[src/rtl/div_unit.sv]
// Multi-cycle RV32M divider (DIV/DIVU/REM/REMU) for the EX stage.
// Radix-2 restoring, one quotient bit per clock; divide-by-zero and signed overflow resolve in one cycle.
//
// state | meaning
// IDLE  | waiting for an un-annulled start_i; operands captured on start
// BUSY  | one restoring iteration per cycle, DATA_W iterations total
// DONE  | result_o valid, ready_o pulses unless annulled; always returns to IDLE
module div_unit #(
    parameter int DATA_W = 32,
    parameter int CNT_W  = 6
) (
    input  logic              clk,
    input  logic              rst,
    input  logic              start_i,
    input  logic              signed_i,
    input  logic              rem_i,
    input  logic              annul_i,
    input  logic [DATA_W-1:0] dividend_i,
    input  logic [DATA_W-1:0] divisor_i,
    output logic [DATA_W-1:0] result_o,
    output logic              ready_o,
    output logic              stallreq_o
);

    typedef enum logic [1:0] {IDLE, BUSY, DONE} state_t;

    localparam logic [DATA_W-1:0] MIN_NEG = {1'b1, {(DATA_W-1){1'b0}}};
    localparam logic [CNT_W-1:0]  LAST    = CNT_W'(DATA_W-1);

    state_t            state;
    logic [CNT_W-1:0]  cnt;
    logic [DATA_W-1:0] quo;
    logic [DATA_W-1:0] rem;
    logic [DATA_W-1:0] dvs;
    logic              neg_q;
    logic              neg_r;
    logic              rem_sel;

    logic              start_ok;
    logic              div_zero;
    logic              overflow;
    logic [DATA_W-1:0] dvd_mag;
    logic [DATA_W-1:0] dvs_mag;
    logic [DATA_W:0]   shifted;
    logic [DATA_W:0]   diff;
    logic              no_borrow;
    logic [DATA_W-1:0] quo_nxt;
    logic [DATA_W-1:0] rem_nxt;
    logic [DATA_W-1:0] quo_fix;
    logic [DATA_W-1:0] rem_fix;

    always_comb begin
        start_ok  = start_i & ~annul_i;
        div_zero  = (divisor_i == '0);
        overflow  = signed_i && (dividend_i == MIN_NEG) && (divisor_i == '1);
        // Negating MIN_NEG wraps to itself, which is the correct unsigned magnitude.
        dvd_mag   = (signed_i && dividend_i[DATA_W-1]) ? -dividend_i : dividend_i;
        dvs_mag   = (signed_i && divisor_i[DATA_W-1])  ? -divisor_i  : divisor_i;

        // One extra bit keeps the trial subtract exact for divisor magnitudes >= 2^(DATA_W-1).
        shifted   = {rem, quo[DATA_W-1]};
        diff      = shifted - {1'b0, dvs};
        no_borrow = ~diff[DATA_W];
        quo_nxt   = {quo[DATA_W-2:0], no_borrow};
        rem_nxt   = no_borrow ? diff[DATA_W-1:0] : shifted[DATA_W-1:0];
        quo_fix   = neg_q ? -quo_nxt : quo_nxt;
        rem_fix   = neg_r ? -rem_nxt : rem_nxt;

        stallreq_o = rst & (((state == IDLE) & start_ok) | ((state == BUSY) & ~annul_i));
        ready_o    = (state == DONE) & ~annul_i;
    end

    always_ff @(posedge clk or negedge rst) begin
        if (!rst) begin
            state    <= IDLE;
            cnt      <= '0;
            quo      <= '0;
            rem      <= '0;
            dvs      <= '0;
            neg_q    <= 1'b0;
            neg_r    <= 1'b0;
            rem_sel  <= 1'b0;
            result_o <= '0;
        end else begin
            case (state)
                IDLE: begin
                    if (start_ok) begin
                        neg_q   <= signed_i & (dividend_i[DATA_W-1] ^ divisor_i[DATA_W-1]);
                        neg_r   <= signed_i & dividend_i[DATA_W-1];
                        rem_sel <= rem_i;
                        dvs     <= dvs_mag;
                        quo     <= dvd_mag;
                        rem     <= '0;
                        cnt     <= '0;
                        if (div_zero) begin
                            result_o <= rem_i ? dividend_i : '1;
                            state    <= DONE;
                        end else if (overflow) begin
                            result_o <= rem_i ? '0 : MIN_NEG;
                            state    <= DONE;
                        end else begin
                            state <= BUSY;
                        end
                    end
                end
                BUSY: begin
                    if (annul_i) begin
                        state <= IDLE;
                    end else begin
                        quo <= quo_nxt;
                        rem <= rem_nxt;
                        cnt <= cnt + CNT_W'(1);
                        if (cnt == LAST) begin
                            result_o <= rem_sel ? rem_fix : quo_fix;
                            state    <= DONE;
                        end
                    end
                end
                DONE:    state <= IDLE;
                default: state <= IDLE;
            endcase
        end
    end

endmodule

[config.mk]
export PLATFORM = sky130hd
export DESIGN_NAME = div_unit
export DESIGN_NICKNAME = d
export VERILOG_FILES = /design/src/rtl/div_unit.sv
export SDC_FILE = /design/constraint.sdc
export NUM_CORES = 1
export LEC_CHECK = 0
export CAP_MARGIN = 20
export CORE_ASPECT_RATIO = 1.5
export CORE_UTILIZATION = 50
export CTS_BUF_LIST = sky130_fd_sc_hd__clkbuf_2 sky130_fd_sc_hd__clkbuf_4 sky130_fd_sc_hd__clkbuf_8
export DETAILED_ROUTE_END_ITERATION = 16
export DONT_BUFFER_PORTS = 1
export GPL_TIMING_DRIVEN = 0
export PLACE_DENSITY_LB_ADDON = 0.05
export SLEW_MARGIN = 20
export SYNTH_ARGS = -nofsm -noshare
export SYNTH_HDL_FRONTEND = slang
export SYNTH_SLANG_ARGS = --single-unit
[constraint.sdc]
create_clock -name clk -period 14.9 [get_ports clk]
set_clock_uncertainty 0.05 [all_clocks]
set_input_delay 1.49 -clock clk [delete_from_list [all_inputs] [get_ports clk]]
set_output_delay 1.49 -clock clk [all_outputs]
set_load 0.01 [all_outputs]
==> key figures <==
Timing
  – Fin crit period: ~6.2 ns
  – Worst-Margin Slew: 1.032 ns
  – Fin Setup TNS: 0 ns
  – # setup viols final: 0
  – Final Cycle Share: 41.83%
  – Relative slew slack: 30.59%
  – Max Fclk: 160.4 MHz
  – Endpoints failing hold: 0
  – Final-report max-slew violation count: 0
  – RSZ-0062 raised after global routing: false

Place
  – DPL Wire Length: 33990 um
  – RePlAce Congestion: 0.9650
  – Buffers added on ports: 0

Power
  – Clk pwr share: 10.1%
  – Sequential Power Share: 22.4%
  – Cell-internal power: 0.001370 W
  – Switch share: 55.28%
  – Pwr dens: approximately 240 nW/um^2
  – Peak VDD IR: 0.1034 mV
  – Logic pwr share: between 60% and 70%
  – Lkg Pwr: 5.121 nW
  – Switching Power: 0.001694 W

Clock tree
  – # hold bufs at CTS: 0
  – Post_cts resized: 0
  – Clock Latency Late Sink: between 0.4 and 0.5 ns
  – CTS sink count: 139
  – H-Tree Depth: 4
  – CTS max path bufs: 2
  – CTS root buffer: clkbuf_8
  – Setup bufs post-CTS: 0
  – TritonCTS clock tree: built
  – CTS Buf Count: 17
  – Worst-path clk slew: 0.09 ns

Setup path
  – Critical path, cell by cell: inv_1, ha_1, fa_1, nand2b_1, a21oi_2, o31ai_4, a2111oi_4, o21a_1, buf_6, nor2_4, inv_2, buf_2, buf_1, ha_1, nand2_1, or3_1, nand2b_1, o41ai_1, xor2_1, o22ai_1, mux2i_1, o31ai_2
  – Crit-path max cell delay: 0.55 ns
  – CP required: 15.22 ns
  – Crit start category: flop
  – Worst setup EP type: flop
  – Critical path type: flop to flop
  – Critical Path AT: about 6.6 ns
  – Crit-path slowest cell: dfrtp_1
  – CP Max Fanout: 10

Die
  – Core Area: ~24000 um^2
  – DIE AREA: approximately 25000 um^2
  – Ports: 104
  – Initial Util: roughly 51%
  – Die X: 129.0 um
  – Die Y: 192.4 um
  – Num rows: 69

Global route
  – Largest net degree at the start of global routing: 141
  – Grt ovf: 0
  – GR Util All Layers: 36.16%
  – Vias in the first global route: 11980
  – Global-route wire length before repair: 67200 um
  – Initial antenna violation count: 0

Synth
  – Synthesized area: between 10000 and 15000 um^2
  – Synth top area share: 28.77%
  – Post-Synthesis Cells: 1566
  – Post-synth EDFFs: 0
  – Asr flop ratio synth: 100.0%
  – Synthesized net count: 1675
  – Synth unique cells: 100
  – Top cell type by total area after synthesis: dfrtp_1
  – Post-synth top cells: nand2_1, o21ai_0, dfrtp_1
  – Dominant synthesized flop cell: dfrtp_1
  – Synth area leaders: dfrtp_1, o21ai_0, nand2_1
  – Synth Area per Inst: 7.720 um^2
  – Most frequent cell after synthesis: nand2_1
  – Synthesized flop and latch total: 139
  – Seq/Total Area, Yosys: 28.77%
  – Synthesis warning total: 0

Run status
  – Status: finished, final reports clean

Layout
  – Share of post-route cells with drive strength above 1: about 6.1%
  – Nets: 1694
  – ANT cells: 0
  – Filler Cell Count: 2363
  – Post-layout util: a little over half
  – Area Growth Syn to Fin: 6.396%

Detailed routing
  – DR iter-0 viols: 851
  – Pre-antenna DRT Iters: 5
  – Vias: 12110
  – Final wirelength: 43360 um
  – Vias/cell: 6.318
  – Routed Antenna Nets: 0
  – DRC: 0
  – Drt wl/cell: between 20 and 25 um

Hold path
  – HP Class: flop to flop

Job
  – Max Cap Viol: 0
## power by group through the flow
stage          clock (W)  sequential, W  combinational [W]
2_1_floorplan          0       0.000619            0.00153
3_3_place_gp           0       0.000683            0.00199
3_5_place_dp           0       0.000685            0.00201
4_1_cts         0.000312       0.000678            0.00203
5_1_grt         0.000326       0.000699            0.00225
6_report        0.000311       0.000686            0.00207
## metal layers
metal / share of wire, % / wire length [um] / global-route usage (%)
met1: 38 / 16430 / 40.25
met3: 5.9 / 2576 / 6.349
met5: 0 / 0 / 0
met2: 50 / 21800 / 63.68
met4: 5.9 / 2548 / 22.17
## layout make-up
type / count / area (um^2) / area share [%]
multi-input combinational: 1280 / 7994 / 62.15
sequential: 139 / 3478 / 27.04
buffer: 90 / 409.1 / 3.181
tap: 319 / 399.1 / 3.103
clock buffer: 19 / 249.0 / 1.936
inverter: 57 / 214.0 / 1.663
clock inverter: 13 / 118.9 / 0.9241
## cell families (layout without fill, tap and decap cells)
logic type	after synthesis	after routing	share of synthesized area (%)
adders and majority gates	39	39	4.099
muxes	35	35	3.001
xor gates and xnor gates	133	133	9.636
and+or+nand+nor	542	542	21.57
buffers and inverters	147	179	5.154
DFF	139	139	28.77
AOI/OAI and AO/OA	531	531	27.77
## path summary, 6_finish.rpt
kind,from,to,slack [ns],cells past startpoint
worst max-delay path,quo[31]$_DFFE_PN0P_,result_o[28]$_DFFE_PN0P_,8.67,22
worst min-delay path,dvs[26]$_DFFE_PN0P_,dvs[26]$_DFFE_PN0P_,0.44,2
worst max register to register,quo[31]$_DFFE_PN0P_,result_o[28]$_DFFE_PN0P_,8.67,22
worst min register to register,dvs[26]$_DFFE_PN0P_,dvs[26]$_DFFE_PN0P_,0.44,2
max in group asynchronous,rst,quo[9]$_DFFE_PN0P_,13.89,0
min in group asynchronous,rst,dvs[22]$_DFFE_PN0P_,0.64,0
## per-stage QoR
step                      setup slack (ns)  power [W]  cells  cell area (um^2)  hold WS [ns]
final                                8.667   0.003063   1917             12860        0.4381
after global routing                 8.404   0.003276   1917             12860        0.4585
after CTS                            8.746   0.003018   1917             12860        0.4443
after detailed placement             8.788   0.002696   1885             12490        0.4253
after global placement               8.785   0.002675   1885             12490        0.4167
after floorplan                      9.987   0.002149   1566             12090        0.3998
## critical path: cells and delay by family, from the launching register on
kind | cells | cell delay [ns]
buffers and inverters | 5 | 1.08
AOI/OAI and AO/OA | 7 | 1.83
adders and majority gates | 3 | 0.96
and+or+nand+nor | 5 | 1.22
muxes | 1 | 0.17
DFF | 1 | 0.55
xor gates and xnor gates | 1 | 0.24
## state kept, by name, indices dropped and copies added (netlist names)
name and cells:
rem 32, result_o 32, neg_r 1, quo 32, rem_sel 1, cnt 6
state 2, dvs 32, neg_q 1
## cells in the final DEF, fill, tap and decap left out, drive strengths merged, types with 6 or more instances in the layout
cell type	count
a211oi	13
or3	24
nor4	26
nand4	20
clkinv	11
mux2	7
mux2i	28
o31ai	32
nor2	132
buf	26
nand3	23
ha	38
or2	6
dfrtp	139
inv	57
nand2b	11
or4	13
a21oi	132
nor3	33
and3	7
a31oi	15
o21a	8
o21ai	210
a21o	12
nor2b	8
o221ai	16
o41ai	14
xor2	81
xnor2	52
o211ai	13
nand2	210
and2	10
clkbuf	83
No activity file was read; power rests on OpenSTA's default activity.
